$ cat config.mk
export PLATFORM = sky130hd
export DESIGN_NAME = if_fetch_unit
export DESIGN_NICKNAME = d
export VERILOG_FILES = /design/src/rtl/if_pkg.sv /design/src/rtl/if_fetch_unit.sv
export SDC_FILE = /design/constraint.sdc
export NUM_CORES = 1
export LEC_CHECK = 0
export ABC_AREA = 1
export CAP_MARGIN = 10
export CORE_UTILIZATION = 47
export CTS_CLUSTER_SIZE = 10
export DETAILED_ROUTE_END_ITERATION = 8
export PLACE_DENSITY = 0.83
export RECOVER_POWER = 25
export SYNTH_ARGS = -nofsm -noshare
export SYNTH_HDL_FRONTEND = slang
export SYNTH_SLANG_ARGS = --single-unit
$ cat constraint.sdc
create_clock -name clk_i -period 1.8 [get_ports clk_i]
set_input_delay 0.18 -clock clk_i [delete_from_list [all_inputs] [get_ports clk_i]]
set_output_delay 0.18 -clock clk_i [all_outputs]
set_load 0.005 [all_outputs]
$ cat src/rtl/if_pkg.sv
// Shared types and defaults for the instruction-fetch stage.
package if_pkg;

    localparam int unsigned IF_ADDR_W   = 32;
    localparam int unsigned IF_DATA_W   = 32;
    localparam int unsigned IF_RESET_PC = 0;
    localparam int unsigned IF_PC_INC   = 4;

    typedef enum logic [1:0] {
        IF_IDLE = 2'd0,
        IF_REQ  = 2'd1,
        IF_HOLD = 2'd2
    } if_state_e;

endpackage

$ cat src/rtl/if_fetch_unit.sv
// IF stage: owns the PC, runs one req/ack fetch at a time and holds the
// fetched instruction until the pipeline advances, branches or is reset.
module if_fetch_unit
    import if_pkg::*;
#(
    parameter int unsigned       ADDR_W   = IF_ADDR_W,
    parameter int unsigned       DATA_W   = IF_DATA_W,
    parameter logic [ADDR_W-1:0] RESET_PC = ADDR_W'(IF_RESET_PC),
    parameter int unsigned       PC_INC   = IF_PC_INC
) (
    input  logic              clk_i,
    input  logic              rst_i,
    input  logic              start_i,
    input  logic              stall_i,
    input  logic              pc_write_i,
    input  logic              branch_i,
    input  logic [ADDR_W-1:0] branch_target_i,
    output logic              imem_req_o,
    output logic [ADDR_W-1:0] imem_addr_o,
    input  logic              imem_ack_i,
    input  logic [DATA_W-1:0] imem_data_i,
    output logic [ADDR_W-1:0] pc_o,
    output logic [DATA_W-1:0] inst_o,
    output logic              inst_valid_o,
    output logic              fetch_stall_o
);

    if_state_e         r_state;
    logic [ADDR_W-1:0] r_pc;
    logic [DATA_W-1:0] r_buf;
    logic              r_redir_pend;
    logic [ADDR_W-1:0] r_redir_tgt;

    if_state_e         w_state_nxt;
    logic [ADDR_W-1:0] w_pc_nxt;
    logic [DATA_W-1:0] w_buf_nxt;
    logic              w_redir_pend_nxt;
    logic [ADDR_W-1:0] w_redir_tgt_nxt;
    logic              w_branch;

    // A frozen pipeline cannot issue a redirect.
    assign w_branch = branch_i & ~stall_i;

    // Next-state, PC mux and one-entry buffer.
    always_comb begin
        w_state_nxt      = r_state;
        w_pc_nxt         = r_pc;
        w_buf_nxt        = r_buf;
        w_redir_pend_nxt = r_redir_pend;
        w_redir_tgt_nxt  = r_redir_tgt;

        case (r_state)
            IF_IDLE: begin
                if (start_i) begin
                    w_state_nxt = IF_REQ;
                end
            end

            IF_REQ: begin
                if (imem_ack_i) begin
                    if (!r_redir_pend && !w_branch) begin
                        w_buf_nxt   = imem_data_i;
                        w_state_nxt = IF_HOLD;
                    end else begin
                        // Stale fetch retired: refetch from the newest redirect target.
                        w_pc_nxt         = w_branch ? branch_target_i : r_redir_tgt;
                        w_redir_pend_nxt = 1'b0;
                    end
                end else if (w_branch) begin
                    w_redir_tgt_nxt  = branch_target_i;
                    w_redir_pend_nxt = 1'b1;
                end
            end

            IF_HOLD: begin
                if (!stall_i) begin
                    if (branch_i) begin
                        w_pc_nxt    = branch_target_i;
                        w_state_nxt = IF_REQ;
                    end else if (pc_write_i) begin
                        w_pc_nxt    = r_pc + ADDR_W'(PC_INC);
                        w_state_nxt = IF_REQ;
                    end
                end
            end

            default: begin
                w_state_nxt = IF_IDLE;
            end
        endcase
    end

    // State and registered outputs, decoded from next-state values.
    always_ff @(posedge clk_i or negedge rst_i) begin
        if (!rst_i) begin
            r_state       <= IF_IDLE;
            r_pc          <= RESET_PC;
            r_buf         <= '0;
            r_redir_pend  <= 1'b0;
            r_redir_tgt   <= '0;
            imem_req_o    <= 1'b0;
            imem_addr_o   <= '0;
            pc_o          <= RESET_PC;
            inst_o        <= '0;
            inst_valid_o  <= 1'b0;
            fetch_stall_o <= 1'b0;
        end else begin
            r_state       <= w_state_nxt;
            r_pc          <= w_pc_nxt;
            r_buf         <= w_buf_nxt;
            r_redir_pend  <= w_redir_pend_nxt;
            r_redir_tgt   <= w_redir_tgt_nxt;
            imem_req_o    <= (w_state_nxt == IF_REQ);
            imem_addr_o   <= (w_state_nxt == IF_REQ) ? w_pc_nxt : '0;
            pc_o          <= w_pc_nxt;
            inst_o        <= (w_state_nxt == IF_HOLD) ? w_buf_nxt : '0;
            inst_valid_o  <= (w_state_nxt == IF_HOLD);
            fetch_stall_o <= (w_state_nxt == IF_REQ);
        end
    end

endmodule

==> results by group <==
Outcome
  – Run status: finished with violations
  – Failing checks: setup timing

Cells and area
  – Ratio of cells with drive above 1 in the final layout: 17.8%
  – Multi-input logic area: 3490 um^2
  – FF+latch area: 4130 um^2
  – Most frequent cells in the layout: 226 x nand2_1, 167 x clkdlybuf4s50_1, 161 x dfrtp_1, 142 x nor2_1, 116 x inv_1
  – Non-Filler Instances: 1504
  – Area growth syn-to-layout: 44.0%
  – Finished Cell Area: 11600 um^2
  – Post-layout nets: 1346
  – Fill count: 1242
  – Most common cell after layout, fill and taps aside: nand2_1

STA
  – Hold Fails Final Rpt: 0
  – Achievable frequency: 528 MHz
  – Final Cycle Share: 105%
  – Worst hold slack: 0.372 ns
  – Max Slew Vio Count: 0
  – Final Skew: 0.00925 ns
  – Worst-Margin Slew: 1.36 ns
  – RSZ-0062 raised after global routing: yes
  – Min Tclk post-route: 1.89 ns
  – Final setup margin: -0.0946 ns
  – Final setup fails: 9
  – Slew margin rel.: 9.02%

Setup path
  – R2R Path Start: r_pc[2]
  – Top delay family on crit path: simple AND/OR/NAND/NOR gates
  – Crit Reg-Reg Endpoint: imem_addr_o[26]
  – Crit end category: flip-flop
  – Critical path class: reg2reg
  – Worst r2r path cells: 13
  – Critical Path RT: 2.13 ns
  – Worst-path cell chain: ha_4 > nand3_4 > nor2_4 > nand3_4 > nor2_4 > buf_6 > nand2_2 > nand2_1 > nand3_1 > nand2_1 > nand2_1 > nand2_2 > nor2_1
  – Worst path max stage delay: 0.47 ns
  – CP startpoint: r_pc[2]
  – Worst path most repeated cell: nand2_1
  – Bufs and invs on worst path: 1
  – Worst reg2reg setup slack: -0.09 ns
  – Worst path slowest cell: dfrtp_1
  – Critical path startpoint category: flip-flop
  – Crit path max fanout: 4
  – Critical Path AT: 2.22 ns

GRT
  – First-pass GRT wire length: 38.4 mm
  – Initial antenna violation count: 1
  – Largest net degree at the start of global routing: 49
  – GRT Total Usage: 27.6%
  – Vias in the first global route: 7834
  – Grt ovf: 0

Power and ir drop
  – Clock share of power: 19.1%
  – Logic pwr share: 49.6%
  – Switching share of power: 40.9%
  – Power Total: 19.4 mW
  – Internal Power: 11.5 mW
  – NetSw: 7.95 mW
  – Static leakage: 5.52 nW
  – VDD IR max: 0.994 mV
  – Power Density: 1670 nW/um^2
  – Sequential power share: 31.3%

Placed design
  – Routability cong.: 0.908
  – Placed inst area: 10600 um^2
  – DP Wirelength: 16.2 mm
  – Placed Cells incl. Taps: 1458
  – Port bufs: 169

Clock network
  – CTS Buf Count: 17
  – H-tree depth: 4
  – Clk root buf: clkbuf_16
  – Worst-path clk slew: 0.07 ns
  – Clock Path Buffers: 2
  – Clk sinks: 165
  – Clk_lat worst skew: 0.43 ns
  – CTS tree: yes

Logic synthesis
  – Post-synthesis sequential area ratio: 51.3%
  – Synth Cell Area: 8050 um^2
  – Unique masters post-synth: 35
  – Cells after Synth: 1029
  – FF+latch count, synth: 165
  – Syn_nets: 1105
  – Syn Area/Cell: 7.82 um^2
  – Synth area leaders: dfrtp_1 51%, nand2_1 11%, nor2_1 7.1%, o21ai_0 6.2%, inv_1 5.6%
  – Largest area contributor in the netlist: dfrtp_1
  – Top cell type's share of synthesized area: 51.3%
  – Synthesis Warnings: 0

Route
  – Antenna-violating nets left: 0
  – Vias/cell: 5.42
  – Final wirelength: 25.0 mm
  – DRT Pass-1 Iters: 8
  – Highest routed layer: met4
  – Routed wire per std cell: 16.6 um
  – DR vias: 8147
  – Met3 routed WL: 2.27 mm
  – 1st-iter DRT viols: 848
  – Routed met1 length: 9.69 mm
  – Drt drc: 0
  – WL met2: 12.0 mm

Hold path
  – Hold/Removal Path Class: in2reg
  – Min-Delay Startpoint: imem_data_i[13]
  – Worst Hold End: r_buf[13]
  – Hold depth: 3

Floorplan
  – Num rows: 47
  – CORE AREA: 16600 um^2
  – IO Count: 170
  – Chip Height: 133 um
  – Die Area: 17700 um^2
  – Initial Util: 48.4%
  – Die Width: 133 um

Run
  – Max Cap Viol: 0
==> per-stage QoR <==
stage | utilization (%) | setup slack, ns | TNS [ns]
after global placement | 63.7 | -0.228 | -17.94
after global routing | 69.7 | -0.208 | -3.79
final | 69.7 | -0.0946 | -0.382
after detailed placement | 63.7 | -0.267 | -22.29
after floorplan | - | 0.0505 | 0
after CTS | 67.8 | -0.0191 | -0.0191
==> cell usage after synthesis <==
master,count
a211oi_1,17
a21oi_1,46
a221oi_1,2
a31oi_1,2
a32oi_1,5
and2_1,3
buf_2,13
buf_4,4
buf_6,3
clkbuf_1,24
clkbuf_2,1
clkinv_1,1
dfrtp_1,165
ha_1,5
inv_1,121
inv_2,5
nand2_1,237
nand2_2,1
nand2_4,1
nand3_1,43
nand3_2,1
nand3b_1,4
nand4_1,6
nor2_1,152
nor2_2,7
nor2_4,3
nor3_1,7
o211ai_1,4
o21ai_0,100
o21ai_1,4
o21bai_1,1
o22ai_1,3
or2_1,2
or2_2,32
xor2_1,4
==> sequential cells by signal, summed over array words and instances, names as in the netlist <==
signal / cells
fetch_stall_o: 1
r_state: 2
inst_o: 32
imem_addr_o: 32
r_redir_tgt: 32
r_buf: 32
r_pc: 32
r_redir_pend: 1
inst_valid_o: 1
==> layer usage <==
layer	track usage, %	vias up
li1	-	3741
met1	34.5	3820
met2	45.2	475
met3	7.59	111
met4	11.6	0
met5	0	-
==> worst reg2reg max path: stages, from the launching register on <==
cell	delay, ns
dfrtp_1	0.47
ha_4	0.20
nand3_4	0.10
nor2_4	0.15
nand3_4	0.12
nor2_4	0.15
buf_6	0.14
nand2_2	0.04
nand2_1	0.05
nand3_1	0.08
nand2_1	0.09
nand2_1	0.07
nand2_2	0.09
nor2_1	0.04
==> power by group through the flow <==
stage	Clock (mW)	Combinational, mW	Sequential (mW)
floorplan	0	4.64	5.96
global placement	0	8.44	6.00
detailed placement	0	8.75	6.03
CTS	3.73	8.92	6.01
global route	3.90	10.6	6.19
finish	3.71	9.62	6.08
==> cell type report <==
type / instances / area share (%)
Clock buffer: 17 / 3.67
Sequential cell: 165 / 35.7
Multi-Input combinational cell: 694 / 30.1
Timing Repair Buffer: 265 / 22.4
Antenna cell: 1 / 0.0216
Inverter: 127 / 4.18
Clock inverter: 15 / 1.58
Tap cell: 220 / 2.37
==> cells by family after synthesis <==
| kind of cell | Yosys count | synth area share, % |
|---|---|---|
| AOI/OAI and AO/OA | 184 | 12.5 |
| xor gates and xnor gates | 4 | 0.435 |
| adders and majority gates | 5 | 0.777 |
| buffers and inverters | 172 | 8.70 |
| DFF | 165 | 51.3 |
| and+or+nand+nor | 499 | 26.3 |
==> how the worst max path moves through the flow <==
stage	slack, ns	to	depth (start not counted)
after floorplan	0.05	imem_addr_o[16]	10
after global placement	-0.23	imem_addr_o[4]	10
after detailed placement	-0.27	imem_addr_o[4]	10
after CTS	-0.02	imem_addr_o[7]	8
after global routing	-0.21	imem_addr_o[26]	13
final	-0.09	imem_addr_o[26]	13
==> timing repair <==
item,CTS,global route
endpoints found under the hold margin,44,0
hold buffers,1,0
resized for setup,12,83
pin swaps,4,19
gates cloned,0,2
buffers inserted,2,8
setup endpoints to repair,45,98
(Power assumes the default switching activity.)
